**src/rtl/mul_div_unit.sv**
```systemverilog
// mul_div_unit: iterative RV32M multiply/divide (shift-add / restoring divide).
// Ports: clk, rst (sync, active-high), flush; in_valid/in_ready + op/a/b in,
// out_valid/out_ready + result out; busy. Optional macro: MD_EARLY_OUT_EN.
module mul_div_unit #(
  parameter int XLEN  = 32,
  parameter int CNT_W = $clog2(XLEN) + 1
) (
  input  logic            clk,
  input  logic            rst,
  input  logic            flush,
  input  logic            in_valid,
  output logic            in_ready,
  input  logic [2:0]      op,
  input  logic [XLEN-1:0] a,
  input  logic [XLEN-1:0] b,
  output logic            out_valid,
  input  logic            out_ready,
  output logic [XLEN-1:0] result,
  output logic            busy
);

  typedef enum logic [1:0] {IDLE, BUSY, DONE} state_t;

  state_t            state, state_nx;
  logic [CNT_W-1:0]  cnt;
  logic [2*XLEN-1:0] acc, acc_nx;
  logic [XLEN-1:0]   mag;
  logic [2:0]        op_r;
  logic              neg_q, neg_r, div0;
  logic [XLEN-1:0]   fin;

  logic              accept, last;
  logic              a_signed, b_signed, a_neg, b_neg;
  logic [XLEN-1:0]   a_mag, b_mag;

  assign in_ready  = (state == IDLE);
  assign out_valid = (state == DONE);
  assign busy      = (state != IDLE);

  assign accept = in_valid & in_ready & ~flush;
  assign last   = (cnt == CNT_W'(XLEN - 1));

  assign a_signed = (op == 3'b001) | (op == 3'b010)
                  | (op == 3'b100) | (op == 3'b110);
  assign b_signed = (op == 3'b001) | (op == 3'b100)
                  | (op == 3'b110);
  assign a_neg = a_signed & a[XLEN-1];
  assign b_neg = b_signed & b[XLEN-1];
  // As unsigned XLEN-bit values these hold |most-negative| exactly,
  // so the 2*XLEN product of two magnitudes never overflows.
  assign a_mag = a_neg ? -a : a;
  assign b_mag = b_neg ? -b : b;

`ifdef MD_EARLY_OUT_EN
  logic            early, ovf_in, b_zero;
  logic [XLEN-1:0] early_res;

  assign b_zero = (b == '0);
  assign ovf_in = ((op == 3'b100) | (op == 3'b110))
                & (a == {1'b1, {(XLEN-1){1'b0}}})
                & (&b);

  always_comb begin
    early     = 1'b0;
    early_res = '0;
    if (op[2]) begin
      early = b_zero | ovf_in;
      if (!op[1])
        early_res = b_zero ? '1 : a;
      else
        early_res = b_zero ? a : '0;
    end else begin
      early = (a == '0) | b_zero;
    end
  end
`else
  logic early;
  assign early = 1'b0;
`endif

  // One iteration of either algorithm.
  // Multiply: acc = {partial hi, remaining multiplier bits}.
  // Divide:   acc = {partial remainder, dividend/quotient bits}.
  logic [XLEN:0]   mul_sum;
  logic [XLEN:0]   div_sh;
  logic [XLEN+1:0] div_diff;

  always_comb begin
    mul_sum  = {1'b0, acc[2*XLEN-1:XLEN]}
             + (acc[0] ? {1'b0, mag} : '0);
    div_sh   = {acc[2*XLEN-1:XLEN], acc[XLEN-1]};
    div_diff = {1'b0, div_sh} - {2'b0, mag};
    if (op_r[2]) begin
      if (!div_diff[XLEN+1])
        acc_nx = {div_diff[XLEN-1:0], acc[XLEN-2:0], 1'b1};
      else
        acc_nx = {div_sh[XLEN-1:0], acc[XLEN-2:0], 1'b0};
    end else begin
      acc_nx = {mul_sum, acc[XLEN-1:1]};
    end
  end

  // Sign fix-up and selection from the final accumulator.
  // A zero divisor leaves |a| in the remainder, so only the
  // quotient needs the all-ones override.
  logic [2*XLEN-1:0] prod;
  logic [XLEN-1:0]   quo, rem;

  always_comb begin
    prod = neg_q ? -acc_nx : acc_nx;
    quo  = acc_nx[XLEN-1:0];
    rem  = acc_nx[2*XLEN-1:XLEN];
    fin  = '0;
    unique case (1'b1)
      !op_r[2]: fin = (op_r[1:0] == 2'b00)
                    ? prod[XLEN-1:0]
                    : prod[2*XLEN-1:XLEN];
      op_r[2] & !op_r[1]:
        fin = div0 ? '1 : (neg_q ? -quo : quo);
      op_r[2] & op_r[1]:
        fin = neg_r ? -rem : rem;
      default: fin = '0;
    endcase
  end

  always_ff @(posedge clk) begin
    if (rst) state <= IDLE;
    else     state <= state_nx;
  end

  always_comb begin
    state_nx = state;
    if (flush) begin
      state_nx = IDLE;
    end else begin
      unique case (state)
        IDLE: if (accept) state_nx = early ? DONE : BUSY;
        BUSY: if (last) state_nx = DONE;
        DONE: if (out_ready) state_nx = IDLE;
        default: state_nx = IDLE;
      endcase
    end
  end

  always_ff @(posedge clk) begin
    if (rst) begin
      cnt    <= '0;
      acc    <= '0;
      mag    <= '0;
      op_r   <= '0;
      neg_q  <= 1'b0;
      neg_r  <= 1'b0;
      div0   <= 1'b0;
      result <= '0;
    end else if (!flush) begin
      if (accept) begin
        op_r  <= op;
        cnt   <= '0;
        neg_q <= a_neg ^ b_neg;
        neg_r <= a_neg;
        div0  <= (b == '0);
        acc   <= {{XLEN{1'b0}}, op[2] ? a_mag : b_mag};
        mag   <= op[2] ? b_mag : a_mag;
`ifdef MD_EARLY_OUT_EN
        if (early) result <= early_res;
`endif
      end else if (state == BUSY) begin
        acc <= acc_nx;
        cnt <= cnt + CNT_W'(1);
        if (last) result <= fin;
      end
    end
  end

endmodule

```
**config.mk**
```make
export PLATFORM = sky130hd
export DESIGN_NAME = mul_div_unit
export DESIGN_NICKNAME = d
export VERILOG_FILES = /design/src/rtl/mul_div_unit.sv
export SDC_FILE = /design/constraint.sdc
export NUM_CORES = 1
export LEC_CHECK = 0
export ABC_AREA = 0
export CAP_MARGIN = 5
export CELL_PAD_IN_SITES_DETAIL_PLACEMENT = 1
export CELL_PAD_IN_SITES_GLOBAL_PLACEMENT = 2
export CORE_ASPECT_RATIO = 0.9
export CORE_MARGIN = 2
export CORE_UTILIZATION = 35
export CTS_BUF_LIST = sky130_fd_sc_hd__clkbuf_8
export CTS_CLUSTER_SIZE = 10
export DETAILED_ROUTE_END_ITERATION = 10
export PLACE_DENSITY_LB_ADDON = 0.1
export SLEW_MARGIN = 10
export SYNTH_ARGS = -nofsm -noshare
export SYNTH_HDL_FRONTEND = slang
export SYNTH_SLANG_ARGS = --single-unit
```
**constraint.sdc**
```tcl
create_clock -name clk -period 17.3 [get_ports clk]
set_clock_uncertainty 0.1 [all_clocks]
set_input_delay 3.46 -clock clk [delete_from_list [all_inputs] [get_ports clk]]
set_output_delay 3.46 -clock clk [all_outputs]
set_load 0.005 [all_outputs]
```
==> Word-level counts from Yosys, hierarchy flattened <==
Index checks and enable logic that the tools add are counted.
{ "word_totals": {"out_inout_bits": 35, "word_cells": 74, "reg_bits": 142, "in_bits": 72} }
{ "classes": {"n_eq_ne": 10, "reduce_logical": 12, "muxes": 21, "bitwise_logic": 14, "add_sub_neg": 8} }
{ "ops": {"columns": ["cell", "count"], "rows": [
  ["$mux W64", 5],
  ["$mux W32", 9],
  ["$neg A32 Y32", 4],
  ["$pmux W32 S3", 1],
  ["$neg A64 Y64", 1],
  ["$sub A33 B32 Y34", 1],
  ["$add A32 B32 Y33", 1],
  ["$logic_not A32 Y1", 1],
  ["$mux W6", 2],
  ["$add A6 B1 Y6 const B", 1],
  ["$and A1 B1 Y1", 6],
  ["$eq A3 B3 Y1 const B", 2],
  ["$eq A6 B5 Y1 const B", 1],
  ["$mux W2", 3],
  ["$pmux W2 S3", 1],
  ["$or A1 B1 Y1", 5],
  ["$logic_not A2 Y1", 2],
  ["$ne A2 B1 Y1 const B", 2],
  ["$reduce_and A2 Y1", 2],
  ["$reduce_and A4 Y1", 1],
  ["$reduce_bool A2 Y1", 2],
  ["$eq A3 B1 Y1 const B", 1],
  ["$eq A3 B2 Y1 const B", 1],
  ["$reduce_and A3 Y1", 1],
  ["7 further kinds", 9]
]} }

==> Logic depth before layout (Yosys ltp) <==
Gate-level depths: netlist of the first run.
{ "depth": {"word_depth": 8, "mapped_depth": 24, "ltp_nobuf": 21} }

==> Worst setup path before layout of the first run <==
OpenSTA, ideal clock, no wires.
{ "synth_path": {"path_kind": "input -> register", "start": "in a[5]", "end": "reg acc[24]", "slack_ns": 11.272, "arrival_ns": 5.801, "required_time_ns": 17.072, "setup_ns": 0.128, "path_stages": 12, "path_buffers": 0, "path_cell_list": "or4_1 -> nor4_1 -> nand2_1 -> nor4_1 -> nand2_1 -> o41ai_1 -> xor2_1 -> nand2_1 -> o211ai_1 -> o211ai_1 -> o21ai_0 -> nor2_1"} }
{ "synth_between": {"elab_chain_len": 4} }
{ "synth_rtl": {"columns": ["item", "line_no", "source"], "rows": [
  ["start: declaration", "14", "input logic [XLEN-1:0] a,"],
  ["$neg A32 Y32", "51", "assign a_mag = a_neg ? -a : a;"],
  ["$mux W32", "51", null],
  ["$mux W32", "162", "acc <= {{XLEN{1'b0}}, op[2] ? a_mag : b_mag};"],
  ["$mux W64", "156", "if (accept) begin"],
  ["end signal: assignment", "162", null],
  ["end signal: assignment", "168", "acc <= acc_nx;"],
  ["end: declaration", "26", "logic [2*XLEN-1:0] acc, acc_nx;"]
]} }
Every way passes these cells.
A chain may end at the register's enable or synchronous reset.

==> Worst setup path after layout of the first run <==
{ "layout_path": {"start": "reg acc[0]", "end": "reg result[29]"} }
{ "layout_between": {"elab_chain_len": 7, "elab_cells_between_ends": 13, "classes_between": "4 x add/sub; 9 x mux"} }
{ "layout_rtl": {"columns": ["item", "line_no", "source"], "rows": [
  ["$mux W32", "90", "+ (acc[0] ? {1'b0, mag} : '0);"],
  ["$add A32 B32 Y33", "90", null],
  ["$mux W64 *", "93", "if (op_r[2]) begin"],
  ["$neg A64 Y64", "110", "prod = neg_q ? -acc_nx : acc_nx;"],
  ["$mux W64", "110", null],
  ["$mux W32", "116", "? prod[XLEN-1:0]"],
  ["$pmux W32 S3 *", "114", "unique case (1'b1)"],
  ["end signal: assignment", "170", "if (last) result <= fin;"],
  ["end: declaration", "18", "output logic [XLEN-1:0] result,"]
]} }
Every way passes the cells marked *; elsewhere a longest branch is shown, timed or not.

==> results.py, run 1 <==
metrics = {
    "floorplanning": {
        "initial_utilization_pct": 35.4,
        "dieHeight_um": 204,
        "num_io_pins": 107,
        "design.die.area_mm2": 0.0462,
        "core.rowCount": 73,
        "die_x_um": 226,
        "design.core.area_mm2": 0.0440,
    },
    "placement": {
        "buffer_ports.inserted": 106,
        "detailedPlace.worstSlack_ps": 10050,
        "dpl.cell_count": 2854,
        "placement.cell_area_mm2": 0.0171,
        "gpl.final_weighted_congestion": 0.926,
        "hpwlAfterDp_um": 56100,
    },
    "power": {
        "power.internal_mw": 0.606,
        "power_frac_comb_pct": 37.9,
        "power_density_over_the_cells_mw_per_mm2": 60.3,
        "leakage_nw": 6.45,
        "seq_power_share_pct": 33.3,
        "p_sw_share_pct": 42.5,
        "switchingPower_mw": 0.448,
        "clockPowerShare_pct": 28.9,
        "vdd.ir_drop.worst_mv": 0.0511,
    },
    "setup_path": {
        "timing_worst_setup_path_type": "flop to flop",
        "worst_ep_arrival_time_ps": 7410,
        "r2r-start": "acc[0]$_SDFFE_PP0P_",
        "worst_ep_required_time_ps": 17650,
        "worst_setup_path_start_kind": "flop",
        "ff2ff_path_depth": 15,
        "maximum_net_fanout_on_the_critical_path": 32,
        "r2r_setup_slack_ps": 10240,
        "endpoint_kind": "flop",
        "worstReg2RegEnd": "result[29]$_SDFFE_PP0P_",
    },
    "synth": {
        "netlist.top_cell.by_area": "sky130_fd_sc_hd__dfxtp_1",
        "synth-edff-count": 0,
        "yosys_warnings": 0,
        "post_synth_top_cells": "sky130_fd_sc_hd__nor2_1 (331), sky130_fd_sc_hd__a21oi_1 (207), sky130_fd_sc_hd__nand2_1 (196)",
        "synth.cell_area_mm2": 0.0156,
        "synth_largest_type_area_fraction_pct": 18.3,
        "synth.top_cells.by_area": "sky130_fd_sc_hd__dfxtp_1 (18%), sky130_fd_sc_hd__nor2_1 (8.0%), sky130_fd_sc_hd__a21oi_1 (6.7%)",
        "postSynthRegisterBits": 142,
        "dominantRegCellSynth": "sky130_fd_sc_hd__dfxtp_1",
        "ffs_w_async_s_r_synth_pct": 0,
        "synthCells": 2262,
        "synth_fp_nets": 2405,
        "synth_cell_type_count": 93,
        "yosysMostFrequentCell": "sky130_fd_sc_hd__nor2_1",
        "synth_area_per_cell_um2": 6.89,
        "ys_seq_area_share_pct": 18.3,
    },
    "routing": {
        "tritonroute_pass_1_iters": 5,
        "wire_per_inst_um": 25.1,
        "detailedRoute.firstIterationViolations": 1462,
        "detail_route.wirelength_um": 72600,
        "drc": 0,
        "vias": 17703,
        "residual_antenna_violating_net_count_after_detailed_routing": 0,
        "avgViaCountPerCell": 6.13,
    },
    "timing": {
        "timing_limited_maximum_frequency_mhz": 142,
        "whs_ps": 364,
        "timing.final.hold_violations": 0,
        "worst_pin_slew_ps": 1270,
        "fin_setup_tns_ps": 0,
        "layout_worst_path_cycle_share_pct": 40.8,
        "drv_slew": 0,
        "min_period_ps": 7060,
        "max-slew-margin-rel_pct": 14.6,
        "setup_viol": 0,
        "grt_setup_unrepaired": "false",
        "setup_ws_ps": 10240,
    },
    "global_route": {
        "antenna_found_initial": 1,
        "first_global_vias": 17691,
        "grt_first_pass_wirelength_um": 110000,
        "grt_util_all_layers_pct": 31.7,
        "grt_start_max_net_pins": 70,
        "grt_remaining_overflow": 0,
    },
    "cells_and_area": {
        "layout-area-overhead-vs-synth_pct": 12.2,
        "summed_area_of_non_filler_cells_in_the_final_layout_mm2": 0.0175,
        "layout-drive-gt1-share_pct": 5.69,
        "nets": 2416,
        "finalNonFillerCells": 2888,
    },
    "hold_path": {
        "min_delay_path_class": "flop to flop",
        "min_path_cells": 2,
        "hold_path.startpoint": "mag[22]$_SDFFE_PP0P_",
        "hold_path_end": "mag[22]$_SDFFE_PP0P_",
    },
    "clock_network": {
        "clk-insertion-delay-late_ps": 560,
        "clk_pin_slew_ps": 90,
        "clock-root-buffer": "sky130_fd_sc_hd__clkbuf_8",
        "cts_hold_repair.buffers": 0,
        "cts.sinks": 142,
        "count_of_h_tree_levels_built_during_cts": 4,
        "clock_tree.buffer_depth": 2,
        "cts_inserted_buffers": 17,
        "post_cts.repair.setup_buffers": 0,
        "postCtsResizedCells": 0,
        "tritoncts": "yes",
    },
    "outcome": {
        "run_status": "finished, final reports clean",
    },
    "job": {
        "drv_cap": 0,
    },
}
==> cell usage in the layout (no fill, tap or decap), types with 7 or more instances in the layout <==
cell type	synthesis	layout
sky130_fd_sc_hd__a21oi_1	207	207
sky130_fd_sc_hd__xor2_1	77	77
sky130_fd_sc_hd__nor2_1	331	331
sky130_fd_sc_hd__or2_2	11	11
sky130_fd_sc_hd__nor3b_1	8	7
sky130_fd_sc_hd__a211o_1	7	7
sky130_fd_sc_hd__a211oi_1	73	73
sky130_fd_sc_hd__nor3_1	81	80
sky130_fd_sc_hd__and3_1	17	17
sky130_fd_sc_hd__o31a_1	8	8
sky130_fd_sc_hd__nand2_1	196	196
sky130_fd_sc_hd__nor4_1	23	23
sky130_fd_sc_hd__o21bai_1	10	10
sky130_fd_sc_hd__and2_1	17	16
sky130_fd_sc_hd__a22oi_1	28	28
sky130_fd_sc_hd__o211ai_1	47	47
sky130_fd_sc_hd__clkbuf_8	0	18
sky130_fd_sc_hd__or4_1	7	7
sky130_fd_sc_hd__ha_1	69	69
sky130_fd_sc_hd__o31ai_1	27	27
sky130_fd_sc_hd__a311oi_1	9	9
sky130_fd_sc_hd__nand2b_1	24	24
sky130_fd_sc_hd__o41ai_1	14	14
sky130_fd_sc_hd__o21a_1	18	18
sky130_fd_sc_hd__or3_1	18	18
sky130_fd_sc_hd__xnor2_1	83	83
sky130_fd_sc_hd__nand3_1	38	38
sky130_fd_sc_hd__buf_4	2	38
sky130_fd_sc_hd__dfxtp_1	142	140
sky130_fd_sc_hd__nand4_1	25	25
sky130_fd_sc_hd__a31o_2	8	8
sky130_fd_sc_hd__mux2i_1	51	51
sky130_fd_sc_hd__a31oi_1	28	28
sky130_fd_sc_hd__inv_1	85	85
sky130_fd_sc_hd__a21o_1	25	25
sky130_fd_sc_hd__o21ai_0	164	164
sky130_fd_sc_hd__clkdlybuf4s50_1	0	104
==> power groups by stage <==
stage | Clock, mW | Sequential [mW] | Combinational (mW)
floorplan | 0 | 0.352 | 0.259
global route | 0.325 | 0.352 | 0.432
global placement | 0 | 0.358 | 0.384
finish | 0.305 | 0.351 | 0.399
detailed placement | 0 | 0.358 | 0.391
CTS | 0.316 | 0.351 | 0.392
==> layer usage <==
metal	up-vias	track usage (%)	wire length, um	share of wire (%)
met1	8795	42.7	33400	46
met4	2	12.8	2840	3.9
met2	496	49.7	32000	44
li1	8298	-	-	-
met3	112	5.71	4290	5.9
met5	-	0	13	0.018
==> logic make-up after synthesis <==
family	Yosys count	share of synthesized area, %
AO/OA/AOI/OAI	766	32.4
adder cells (fa/ha/maj)	71	5.80
buffers and inverters	237	6.10
XOR/XNOR	160	9.00
flip-flops	142	18.3
multiplexers	56	3.64
AND/OR/NAND/NOR	830	24.8
==> critical path: stages (launching register included) <==
cell and delay [ps]:
sky130_fd_sc_hd__dfxtp_1 350, sky130_fd_sc_hd__inv_1 840, sky130_fd_sc_hd__nor2_1 220, sky130_fd_sc_hd__ha_1 350, sky130_fd_sc_hd__a21oi_1 100, sky130_fd_sc_hd__nor2_1 320
sky130_fd_sc_hd__nor2_1 190, sky130_fd_sc_hd__o41ai_1 910, sky130_fd_sc_hd__o21ai_0 260, sky130_fd_sc_hd__xnor2_1 580, sky130_fd_sc_hd__o221a_2 320, sky130_fd_sc_hd__nand4b_1 470
sky130_fd_sc_hd__nor4_1 1210, sky130_fd_sc_hd__nand3_1 170, sky130_fd_sc_hd__mux2_2 330, sky130_fd_sc_hd__a211o_1 230
==> flip-flops by register name, summed over array words and instances (netlist names) <==
signal / cells
div0: 1
cnt: 6
mag: 32
state: 2
op_r: 3
acc: 64
neg_q: 1
neg_r: 1
result: 32
==> cell type report <==
cell class	instances	area, um^2
sequential	142	2850
antenna	2	5.00
fill	5626	26500
inverter	86	323
tap	600	751
clock buffer	18	248
multi-input combinational	1883	11800
timing repair buffer	143	1330
clock inverter	14	171
==> metrics by stage <==
stage | power (mW) | utilization, %
floorplan | 0.612 | -
finish | 1.05 | 39.7
detailed placement | 0.749 | 38.7
global route | 1.11 | 39.7
CTS | 1.06 | 39.7
global placement | 0.742 | 38.7
==> how the worst max path moves through the flow <==
| stage | start | endpoint | slack (ps) |
|---|---|---|---|
| floorplan | a[5] | acc[24]$_SDFFE_PP0P_ | 11270 |
| global placement | flush | result[30]$_SDFFE_PP0P_ | 10110 |
| detailed placement | a[5] | mag[31]$_SDFFE_PP0P_ | 10050 |
| CTS | acc[0]$_SDFFE_PP0P_ | result[29]$_SDFFE_PP0P_ | 10360 |
| global route | acc[0]$_SDFFE_PP0P_ | result[29]$_SDFFE_PP0P_ | 9810 |
| finish | acc[0]$_SDFFE_PP0P_ | result[29]$_SDFFE_PP0P_ | 10240 |
No activity file was read; power rests on OpenSTA's default activity.
==> inputs of run 2 (changes only) <==
Settings changed: CORE_UTILIZATION 35 to 32.
Clock period 17.3 ns to 5.7 ns, I/O delays scaled along.
==> results.py, run 2 (synthesized netlist as in run 1, its figures left out) <==
metrics = {
    "floorplanning": {
        "design.die.area_mm2": 0.0505,
        "die_x_um": 237,
        "num_io_pins": 107,
        "initial_utilization_pct": 32.5,
        "dieHeight_um": 213,
        "design.core.area_mm2": 0.0479,
        "core.rowCount": 76,
    },
    "routing": {
        "detailroute.wirelength.met3_um": 3600,
        "maxUsedRoutingLayer": "met4",
        "detailedRoute.firstIterationViolations": 1318,
        "residual_antenna_violating_net_count_after_detailed_routing": 0,
        "vias": 17696,
        "wire_per_inst_um": 25.1,
        "drc": 0,
        "routedLengthMet1_um": 34200,
        "detail_route.wirelength_um": 74500,
        "route.met2.wl_um": 34100,
        "avgViaCountPerCell": 5.97,
        "tritonroute_pass_1_iters": 5,
    },
    "clock_network": {
        "cts_hold_repair.buffers": 0,
        "cts.sinks": 142,
        "count_of_h_tree_levels_built_during_cts": 4,
        "tritoncts": "yes",
        "clock-root-buffer": "sky130_fd_sc_hd__clkbuf_8",
        "clk-insertion-delay-late_ps": 570,
        "clock_tree.buffer_depth": 2,
        "clk_pin_slew_ps": 100,
        "cts_inserted_buffers": 17,
    },
    "global_route": {
        "first_global_vias": 17665,
        "antenna_found_initial": 0,
        "grt_start_max_net_pins": 75,
        "grt_first_pass_wirelength_um": 112000,
        "grt_remaining_overflow": 0,
        "grt_util_all_layers_pct": 29.4,
    },
    "cells_and_area": {
        "layout-drive-gt1-share_pct": 7.83,
        "most-common-layout-cells": "sky130_fd_sc_hd__nor2_1 (331), sky130_fd_sc_hd__a21oi_1 (207), sky130_fd_sc_hd__nand2_1 (196)",
        "summed_area_of_non_filler_cells_in_the_final_layout_mm2": 0.0179,
        "largest_reg_flops": 64,
        "layout-area-overhead-vs-synth_pct": 14.9,
        "largest_register": "acc",
        "antenna_cells_inserted": 0,
        "nets": 2468,
        "most_common_library_cell_in_the_layout_ignoring_fill_and_taps": "sky130_fd_sc_hd__nor2_1",
        "reg.largest.list": "acc x64, mag x32, result x32",
    },
    "timing": {
        "min_period_ps": 5430,
        "drv_slew": 0,
        "fin_setup_tns_ps": 0,
        "layout_worst_path_cycle_share_pct": 95.3,
        "whs_ps": 362,
        "grt_setup_unrepaired": "false",
        "worst_pin_slew_ps": 1150,
        "max-slew-margin-rel_pct": 23.0,
        "timing_limited_maximum_frequency_mhz": 184,
        "timing.final.hold_violations": 0,
        "setup_viol": 0,
    },
    "setup_path": {
        "crit_end": "result[27]$_SDFFE_PP0P_",
        "r2r_setup_slack_ps": 270,
        "worst_ep_arrival_time_ps": 5810,
        "r2r-start": "mag[17]$_SDFFE_PP0P_",
        "cp_top_family": "simple AND/OR/NAND/NOR gates",
        "timing_worst_setup_path_type": "flop to flop",
        "endpoint_kind": "flop",
        "worstReg2RegEnd": "result[27]$_SDFFE_PP0P_",
        "maximum_net_fanout_on_the_critical_path": 23,
        "crit_chain": "inv_1 > ha_1 > nand4_1 > nor3_1 > and3_1 > o31a_4 > nor2_4 > buf_4 > a311o_1 > or3_4 > or4b_4 > nor4_4 > and3_1 > o311ai_0 > a41oi_1",
        "cp-startpoint": "mag[17]$_SDFFE_PP0P_",
        "worst_setup_path_start_kind": "flop",
        "worst_ep_required_time_ps": 6080,
        "cp.depth": 15,
        "crit_buf_inv": 2,
        "ff2ff_path_depth": 15,
        "crit_top_cell": "sky130_fd_sc_hd__and3_1",
        "critical-path-slowest-cell": "sky130_fd_sc_hd__or4b_4",
        "cpPeakStageDelay_ps": 640,
    },
    "power": {
        "vdd.ir_drop.worst_mv": 0.179,
        "power_frac_comb_pct": 38.7,
        "seq_power_share_pct": 33.4,
        "switchingPower_mw": 1.41,
        "leakage_nw": 6.71,
        "clockPowerShare_pct": 27.8,
        "power.internal_mw": 1.78,
        "power_density_over_the_cells_mw_per_mm2": 179,
        "p_sw_share_pct": 44.2,
        "total_power_mw": 3.20,
    },
    "job": {
        "drv_cap": 0,
    },
    "placement": {
        "gpl.final_weighted_congestion": 0.953,
        "buffer_ports.inserted": 106,
        "hpwlAfterDp_um": 58300,
        "placement.cell_area_mm2": 0.0175,
    },
    "hold_path": {
        "min_delay_path_class": "flop to flop",
    },
    "outcome": {
        "run_status": "finished, final reports clean",
    },
}
## run 2: cell count changes in the layout (fill, tap and decap cells not counted), moves of 2 or more
cell,delta
sky130_fd_sc_hd__clkinv_4,-3
sky130_fd_sc_hd__bufinv_16,-2
sky130_fd_sc_hd__diode_2,-2
sky130_fd_sc_hd__inv_6,+3
sky130_fd_sc_hd__buf_4,+51
## run 2: power groups by stage
stage	clock network (mW)	logic [mW]	registers [mW]
final	0.890	1.24	1.07
after detailed placement	0	1.21	1.09
after global placement	0	1.20	1.09
after global routing	0.945	1.34	1.07
after floorplan	0	0.787	1.07
after CTS	0.916	1.22	1.07
## run 2: tightest hold or removal path, stage by stage (launching register included)
cell	delay (ps)
sky130_fd_sc_hd__dfxtp_1	320
sky130_fd_sc_hd__nand2_1	50
sky130_fd_sc_hd__a21oi_1	50
## run 2: how the worst min path moves through the flow
stage                               startpoint              endpoint  cells after the start
after floorplan            mag[2]$_SDFFE_PP0P_   mag[2]$_SDFFE_PP0P_                      2
after global placement    mag[19]$_SDFFE_PP0P_  mag[19]$_SDFFE_PP0P_                      2
after detailed placement  mag[19]$_SDFFE_PP0P_  mag[19]$_SDFFE_PP0P_                      2
after CTS                 mag[18]$_SDFFE_PP0P_  mag[18]$_SDFFE_PP0P_                      2
after global routing      mag[28]$_SDFFE_PP0P_  mag[28]$_SDFFE_PP0P_                      2
final                     mag[13]$_SDFFE_PP0P_  mag[13]$_SDFFE_PP0P_                      2
## run 2: cell type report
type                            instances  area (um^2)
Clock inverter                         14          139
Sequential cell                       142         2850
Clock buffer                           18          248
Multi-Input combinational cell       1883        11800
Fill cell                            6061        30000
Inverter                               86          323
Tap cell                              624          781
Timing Repair Buffer                  195         1730
## run 2: routing by layer
metal / vias up / global-route usage (%)
met5: - / 0
met1: 8705 / 38.7
li1: 8404 / -
met2: 485 / 49.0
met4: 0 / 11.0
met3: 102 / 4.15
## run 2: repair_timing
action / 4_1_cts / 5_1_grt
gates resized for setup: 0 / 3
setup endpoints to repair: 0 / 13
endpoints found under the hold margin: 0 / 0
buffers inserted: 0 / 2
## run 2: per-stage QoR
stage          worst slack, ps  instances  util (%)
2_1_floorplan              285       2262         -
3_3_place_gp               269       2928      36.5
3_5_place_dp               252       2928      36.5
4_1_cts                    252       2960      37.3
5_1_grt                   40.9       2962      37.3
6_report                   270       2962      37.3
==> inputs of run 3 (changes only) <==
Settings changed: PLACE_DENSITY set to 0.9, PLACE_DENSITY_LB_ADDON 0.1 to not set.
==> results.py, run 3 (synthesized netlist as in run 1, its figures left out) <==
metrics = {
    "outcome": {
        "run_status": "finished, final reports clean",
    },
    "routing": {
        "tritonroute_pass_1_iters": 6,
        "wire_per_inst_um": 24.7,
        "residual_antenna_violating_net_count_after_detailed_routing": 0,
        "routedLengthMet1_um": 32300,
        "avgViaCountPerCell": 6.17,
        "maxUsedRoutingLayer": "met5",
        "detail_route.wirelength_um": 72800,
        "vias": 18185,
        "route.met2.wl_um": 31700,
        "drc": 0,
        "detailedRoute.firstIterationViolations": 1507,
        "detailroute.wirelength.met3_um": 5320,
    },
    "power": {
        "power_density_over_the_cells_mw_per_mm2": 186,
        "vdd.ir_drop.worst_mv": 0.164,
        "leakage_nw": 6.64,
    },
    "setup_path": {
        "crit_chain": "inv_1 > ha_1 > a21oi_1 > o21ai_1 > a211oi_1 > o21ai_1 > nor2_4 > a21oi_1 > inv_1 > ha_1 > o2111ai_1 > or3_1 > or2_2 > nor2_1 > buf_4 > nand2_1 > o41ai_1 > xor2_1 > a211oi_1 > a21oi_1",
        "worstReg2RegEnd": "result[20]$_SDFFE_PP0P_",
        "r2r-start": "mag[26]$_SDFFE_PP0P_",
        "crit_top_cell": "sky130_fd_sc_hd__a21oi_1",
        "cp_top_family": "compound AO/OA/AOI/OAI gates",
        "endpoint_kind": "flop",
        "maximum_net_fanout_on_the_critical_path": 6,
        "crit_buf_inv": 3,
        "worst_ep_required_time_ps": 6000,
        "worst_setup_path_start_kind": "flop",
        "worst_ep_arrival_time_ps": 5650,
        "cpPeakStageDelay_ps": 480,
        "r2r_setup_slack_ps": 340,
        "cp-startpoint": "mag[26]$_SDFFE_PP0P_",
        "critical-path-slowest-cell": "sky130_fd_sc_hd__or3_1",
        "ff2ff_path_depth": 20,
        "timing_worst_setup_path_type": "flop to flop",
    },
    "clock_network": {
        "clock-root-buffer": "sky130_fd_sc_hd__clkbuf_8",
        "count_of_h_tree_levels_built_during_cts": 4,
        "cts_inserted_buffers": 17,
        "cts_hold_repair.buffers": 0,
        "tritoncts": "yes",
        "clock_tree.buffer_depth": 2,
        "cts.sinks": 142,
        "clk_pin_slew_ps": 100,
        "clk-insertion-delay-late_ps": 540,
    },
    "cells_and_area": {
        "final-seq-area_mm2": 0.00285,
        "nets": 2452,
        "layout-drive-gt1-share_pct": 7.15,
        "multi_input_comb_area_mm2": 0.0118,
        "largest_reg_flops": 64,
        "final.fill_count": 6079,
        "most-common-layout-cells": "sky130_fd_sc_hd__nor2_1 (331), sky130_fd_sc_hd__a21oi_1 (207), sky130_fd_sc_hd__nand2_1 (196)",
        "finalNonFillerCells": 2947,
        "most_common_library_cell_in_the_layout_ignoring_fill_and_taps": "sky130_fd_sc_hd__nor2_1",
        "summed_area_of_non_filler_cells_in_the_final_layout_mm2": 0.0178,
        "largest_register": "acc",
        "final_core_utilization_pct": 37.2,
        "reg.largest.list": "acc x64, mag x32, result x32",
        "layout-area-overhead-vs-synth_pct": 14.4,
    },
    "timing": {
        "timing.final.hold_violations": 0,
        "whs_ps": 359,
        "fin_setup_tns_ps": 0,
        "worst_pin_slew_ps": 1120,
        "drv_slew": 0,
        "timing_limited_maximum_frequency_mhz": 187,
        "grt_setup_unrepaired": "false",
        "layout_worst_path_cycle_share_pct": 94.0,
        "min_period_ps": 5360,
        "setup_viol": 0,
        "max-slew-margin-rel_pct": 25.2,
    },
    "placement": {
        "gpl.final_weighted_congestion": 1.01,
        "buffer_ports.inserted": 106,
        "hpwlAfterDp_um": 57300,
        "dpl.cell_count": 2910,
        "placement.cell_area_mm2": 0.0173,
    },
    "hold_path": {
        "hold_path_end": "mag[2]$_SDFFE_PP0P_",
        "min_delay_path_class": "flop to flop",
        "min_path_cells": 2,
        "hold_path.startpoint": "mag[2]$_SDFFE_PP0P_",
    },
    "global_route": {
        "grt_start_max_net_pins": 79,
        "grt_remaining_overflow": 0,
        "antenna_found_initial": 3,
        "grt_first_pass_wirelength_um": 109000,
        "first_global_vias": 18035,
        "grt_util_all_layers_pct": 28.3,
    },
    "floorplanning": {
        "core.rowCount": 76,
        "design.core.area_mm2": 0.0479,
        "design.die.area_mm2": 0.0505,
        "dieHeight_um": 213,
        "initial_utilization_pct": 32.5,
        "num_io_pins": 107,
        "die_x_um": 237,
    },
    "job": {
        "drv_cap": 0,
    },
}
-- run 3: how the worst max path moves through the flow --
stage                              endpoint  slack (ps)  depth (start not counted)
global placement    result[24]$_SDFFE_PP0P_         300                         14
CTS                 result[24]$_SDFFE_PP0P_         240                         14
floorplan           result[30]$_SDFFE_PP0P_         280                         20
finish              result[20]$_SDFFE_PP0P_         340                         20
global route        result[20]$_SDFFE_PP0P_          20                         20
detailed placement  result[24]$_SDFFE_PP0P_         240                         14
-- run 3: timing repair --
action	CTS	global route
hold endpoints to repair	0	0
resized for setup	0	1
setup endpoints to repair	0	5
setup buffers	0	4
-- run 3: layer usage --
layer  global-route usage (%)  vias up
met5                        0        -
met4                     13.8        2
met3                     6.24      160
met2                     44.3      702
met1                     36.9     8954
li1                         -     8367
-- run 3: tightest hold or removal path: stages, from the launching register on --
cell,delay (ps)
sky130_fd_sc_hd__dfxtp_1,320
sky130_fd_sc_hd__nand2_1,50
sky130_fd_sc_hd__a21oi_1,50
-- run 3: layout make-up --
type                            instances  area share, %
Tap cell                              624           4.38
Sequential cell                       142           16.0
Clock buffer                           17           1.31
Multi-Input combinational cell       1883           66.3
Timing Repair Buffer                  179           8.99
Inverter                               86           1.81
Clock inverter                         15           1.21
Antenna cell                            1         0.0140
-- run 3: per-stage QoR --
step | setup WS, ps | power (mW)
4_1_cts | 238 | 3.28
3_3_place_gp | 300 | 2.27
3_5_place_dp | 244 | 2.30
2_1_floorplan | 285 | 1.86
5_1_grt | 22.9 | 3.46
6_report | 342 | 3.31
-- run 3: power breakdown --
group	total, mW	switching [mW]	internal [mW]
clock network	0.991	0.534	0.457
logic	1.25	0.823	0.425
registers	1.07	0.0466	1.03
==> patch 1: new RTL, config.mk and constraints of run 2 <==
`XLEN`: 32 -> 16.
--- a/src/rtl/mul_div_unit.sv
+++ b/src/rtl/mul_div_unit.sv
@@ -2,7 +2,7 @@
 // Ports: clk, rst (sync, active-high), flush; in_valid/in_ready + op/a/b in,
 // out_valid/out_ready + result out; busy. Optional macro: MD_EARLY_OUT_EN.
 module mul_div_unit #(
-  parameter int XLEN  = 32,
+  parameter int XLEN  = 16,
   parameter int CNT_W = $clog2(XLEN) + 1
 ) (
   input  logic            clk,
Ports: changed (resized a, b and result); port bits go from 107 to 59. The function was not compared with the original's and may differ.
==> patch 1 against run 2 <==
Worst setup slack improved by 0.54 ns; wire length shrank 59%; sequential cell count is 65 lower; sequential power shrank 45%; first-iteration DRC count shrank 62%; cell area shrank 50%; count of clock-buffer cells in the layout down 9; total power fell by 49%; die area shrank 49%; synthesized area fell by 50%; non-clock buffer count down 118; critical path depth shrank 2.
==> patch 1: results (changes against run 2) <==
[routing]
met3_wirelength_um=1150  ; -68%
wl_met1_um=15500  ; -55%
via_per_inst=5.66  ; -5.2%
routed_wirelength_um=30800  ; -59%
routed-wl-met2_um=13800  ; -60%
first_iter_violations=500  ; -62%

[worst_setup_path]
rr_worst_depth=13  ; -2
path_max_fanout=19  ; -17%
slowest_delay_ns=0.66  ; +0.02 ns
reg2reg_to=result[10]
arrival_ns=5.03  ; -0.78 ns
startpoint=acc[15]
worstReg2RegStart=acc[15]
critPathSlowestCell=a31oi_4
cp_top_family=compound AO/OA/AOI/OAI gates
r2r_slack_ns=0.81  ; +0.54 ns
crit_type=reg2reg

[logic_synthesis]
ys_types=85  ; -8.6%
synth_xor_area_share_pct=9.54  ; +0.54 points
synth_common_cells=nor2_1 (133), nand2_1 (106), a21oi_1 (87)
synth-seq-area-share_pct=19.7  ; +1.5 points
synth_fp_nets=1152  ; -52%
synth.area.top_cells=dfxtp_1 (20%), nor2_1 (6.4%), ha_1 (6.1%)
synthMuxAreaShare_pct=4.38  ; +0.74 points

[grt]
met3_usage_pct=2.86  ; -1.3 points
grt_start_max_net_pins=49  ; -35%
grt_pass1_wl_um=48700  ; -56%
met2_usage_pct=38.5  ; -10 points
use_met1_pct=36.0  ; -2.7 points

[place]
post-dp-hpwl_um=23600  ; -60%
portBuffers=58  ; -45%
dp_worst_setup_slack_ns=0.864  ; +0.612 ns
place.gp.congestion=0.853  ; -10%

[clock_tree]
clock_latency_ns=0.39  ; -0.18 ns
clockRootBuffer=clkbuf_8
htree_levels=3  ; -1
cts.clk_slew.worst_paths_ns=0.10  ; about the same
cts_made_buffers=9  ; -8

[power]
pwr-share-clk_pct=28.2  ; +0.4 points
switching_share_pct=40.0  ; -4.1 points
combPwrFrac_pct=35.7  ; -3.0 points
peakVddDrop_uv=123  ; -32%

[hold_path]
hp-start=mag[15]
hold_end=mag[15]

[final_layout]
fillers=3002  ; -50%
reg_top3=acc x32, mag x16, result x16

[timing]
layout_min_cycle_time_ns=4.89  ; -0.537 ns
slew_headroom_pct=38.8  ; +16 points
holdWs_ns=0.391  ; +0.0293 ns

[status]
outcome=completed

patch 1: cell count changes after synthesis, sizes merged, moves of 47 or more:
cell / run 2 / this run
clkbuf: 125 / 57
nor2: 332 / 133
a21oi: 207 / 88
o21ai: 169 / 64
nand2: 197 / 106
dfxtp: 142 / 77
inv: 85 / 38
patch 1: layout make-up:
class	count	area [sq um]	share of cell area, %
Inverter	40	150	1.69
Clock buffer	9	124	1.40
Tap cell	308	385	4.34
Clock inverter	7	73.8	0.832
Sequential cell	77	1540	17.4
Timing Repair Buffer	77	718	8.09
Multi-Input combinational cell	892	5880	66.3
patch 1: per-stage QoR:
step                      cells  total power (W)  cell area [sq um]
after floorplan            1072         0.000977               7800
after global placement     1394          0.00117               8670
after detailed placement   1394          0.00117               8670
after CTS                  1410          0.00164               8870
after global routing       1410          0.00172               8870
final                      1410          0.00162               8870
patch 1: tightest hold or removal path, delay by kind of cell (launching register included):
family	cells	cell delay [ns]
buf+inv	1	0.07
compound gates	1	0.06
flops	1	0.31
==> patch 2: new RTL, flow settings as in run 2 <==
Without the edit above. The 3 states of `state_t` get a one-hot encoding in 3 bits.
--- a/src/rtl/mul_div_unit.sv
+++ b/src/rtl/mul_div_unit.sv
@@ -19,7 +19,7 @@
   output logic            busy
 );
 
-  typedef enum logic [1:0] {IDLE, BUSY, DONE} state_t;
+  typedef enum logic [2:0] {IDLE = 3'b001, BUSY = 3'b010, DONE = 3'b100} state_t;
 
   state_t            state, state_nx;
   logic [CNT_W-1:0]  cnt;
Behaviour: no difference found for any inputs over 4 cycles, from zero or initial values and one cycle with rst high; so few cycles prove little.
==> patch 2 against run 2 <==
Non-clock buffer count is 52 higher; highest routed layer unchanged; sequential share of layout area decreased by 0.57 points; fmax is 0.53% higher; sequential cell count up 1; cell area is 4.4% higher; critical path type unchanged; total power up 1.9%; wire length grew 7.4%; synthesized cell count grew 1.3%; synthesized area rose by 2.3%; first-iteration DRC count increased by 12%; critical path depth increased by 5; worst setup slack better by 0.029 ns.
==> patch 2: results (changes against run 2) <==
[grt]
antenna_found_initial=4  ; +4
grt_pass1_vias=18200  ; +3.1%
grt_start_max_net_pins=69  ; -8.0%
track_usage_pct=30.8  ; +1.4 points
grt_pass1_wl_um=120000  ; +7.0%

[power]
p_leak_nw=7.04  ; +4.9%
switchingPower_w=0.00136  ; -4.0%
peakVddDrop_uv=137  ; -23%

[logic_synthesis]
synth_flop_cell=dfxtp_1
synth_common_cells=nor2_1 (335), nand2_1 (190), a21oi_1 (180)
ys_types=94  ; +1.1%
yosysWarnings=0  ; unchanged
synth.area.top_cells=dfxtp_1 (18%), nor2_1 (7.9%), a21oi_1 (5.7%)
synth-seq-area-share_pct=18.0  ; -0.28 points
synth_top_cell_area_share_pct=18.0  ; -0.28 points
ys_async_sr_fraction_pct=0  ; unchanged
synth_fp_nets=2435  ; +1.2%

[worst_setup_path]
slowest_delay_ns=0.48  ; -0.16 ns
arrival_ns=5.73  ; -0.08 ns
r2r_slack_ns=0.30  ; +0.03 ns
crit_type=reg2reg
path_max_fanout=7  ; -70%
critPathSlowestCell=or3_1
cp_top_family=simple AND/OR/NAND/NOR gates

[final_layout]
num-nets-final=2546  ; +3.2%
diodes=0  ; unchanged
reg_top3=acc x64, mag x32, result x32
drive_gt1_share_pct=10.4  ; +2.6 points

[timing]
finalCritPeriodShare_pct=94.8  ; -0.50 points
worstMarginPinSlew_ns=1.07  ; -0.0858 ns
hold_viol_final=0  ; unchanged

[place]
place_area_sq_um=18200  ; +4.3%
portBuffers=106  ; unchanged
dp_worst_setup_slack_ns=-0.0602  ; -0.312 ns
post-dp-hpwl_um=63200  ; +8.3%
place.gp.congestion=0.939  ; -1.5%

[clock_tree]
clockRootBuffer=clkbuf_8
htree_levels=4  ; unchanged
cts_made_buffers=17  ; unchanged
cts.clk_slew.worst_paths_ns=0.11
cts_max_path_buffers=2  ; unchanged
clock_latency_ns=0.53  ; -0.04 ns

[status]
outcome=completed

[hold_path]
hold_path_class=reg2reg

[routing]
via_per_inst=6.04  ; +1.1%
firstDrtPassIters=5  ; unchanged
wire_per_inst_um=26.2  ; +4.3%
first_iter_violations=1475  ; +12%

patch 2: cell types whose count changed in the layout (fill, tap and decap cells not counted), moves of 11 or more:
cell	before	now
a211oi_1	73	57
a311oi_1	9	20
and2_1	17	45
o21ai_0	164	149
a21oi_1	207	178
o211ai_1	47	67
inv_1	85	67
xnor2_1	83	97
buf_4	89	141
patch 2: timing repair:
item	4_1_cts	5_1_grt
hold endpoints to repair	0	0
gates resized for setup	1	8
pin swaps	0	1
buffers inserted	0	1
setup endpoints to repair	2	16
patch 2: layout make-up:
type | instances | area [sq um]
tap | 632 | 791
timing repair buffer | 247 | 2120
clock inverter | 15 | 170
inverter | 67 | 251
multi-input combinational | 1927 | 12200
fill | 6243 | 30400
sequential | 143 | 2870
clock buffer | 17 | 234
patch 2: worst register-to-register path, delay by kind of cell, from the launching register on:
| family | cells | cell delay, ns |
|---|---|---|
| and+or+nand+nor | 7 | 2.25 |
| AOI/OAI and AO/OA | 8 | 1.53 |
| adders and majority gates | 2 | 0.59 |
| DFF | 1 | 0.37 |
| buffers and inverters | 2 | 0.26 |
| muxes | 1 | 0.21 |
patch 2: path summary, 6_finish.rpt:
kind / start / to / depth (start not counted)
min: result[2] / result[2] / 2
max reg2reg: mag[28] / result[30] / 20
min reg2reg: result[2] / result[2] / 2
max: mag[28] / result[30] / 20
patch 2: logic make-up (layout without fill, tap and decap cells):
logic type      count (synthesis)  after routing  share of synthesized area [%]
simple gates                  883            883                           26.3
mux                            59             59                           3.80
xor+xnor                      166            166                           9.12
fa+ha+maj                      71             71                           5.67
buf+inv                       222            346                           5.65
flops                         143            143                           18.0
compound gates                748            748                           31.5
patch 2: per-stage QoR:
| stage | instances | util [%] | hold slack [ns] | TNS [ns] |
|---|---|---|---|---|
| detailed placement | 3015 | 37.1 | 0.351 | -0.109 |
| global placement | 3015 | 37.1 | 0.349 | 0 |
| CTS | 3047 | 37.9 | 0.363 | 0 |
| global route | 3048 | 38.0 | 0.397 | -0.0129 |
| floorplan | 2292 | - | 0.340 | 0 |
| finish | 3048 | 38.0 | 0.360 | 0 |
patch 2: power by group through the flow:
| stage | combinational [W] | sequential (W) | clock, W |
|---|---|---|---|
| 2_1_floorplan | 0.000748 | 0.00108 | 0 |
| 3_3_place_gp | 0.00122 | 0.00109 | 0 |
| 3_5_place_dp | 0.00123 | 0.00109 | 0 |
| 4_1_cts | 0.00123 | 0.00107 | 0.000946 |
| 5_1_grt | 0.00136 | 0.00107 | 0.000985 |
| 6_report | 0.00126 | 0.00107 | 0.000929 |
patch 2: metal layers:
| metal | global-route usage (%) | wire, um |
|---|---|---|
| met1 | 43.9 | 38200 |
| met2 | 48.5 | 35700 |
| met3 | 4.13 | 4090 |
| met4 | 8.06 | 1900 |
| met5 | 0 | 0 |
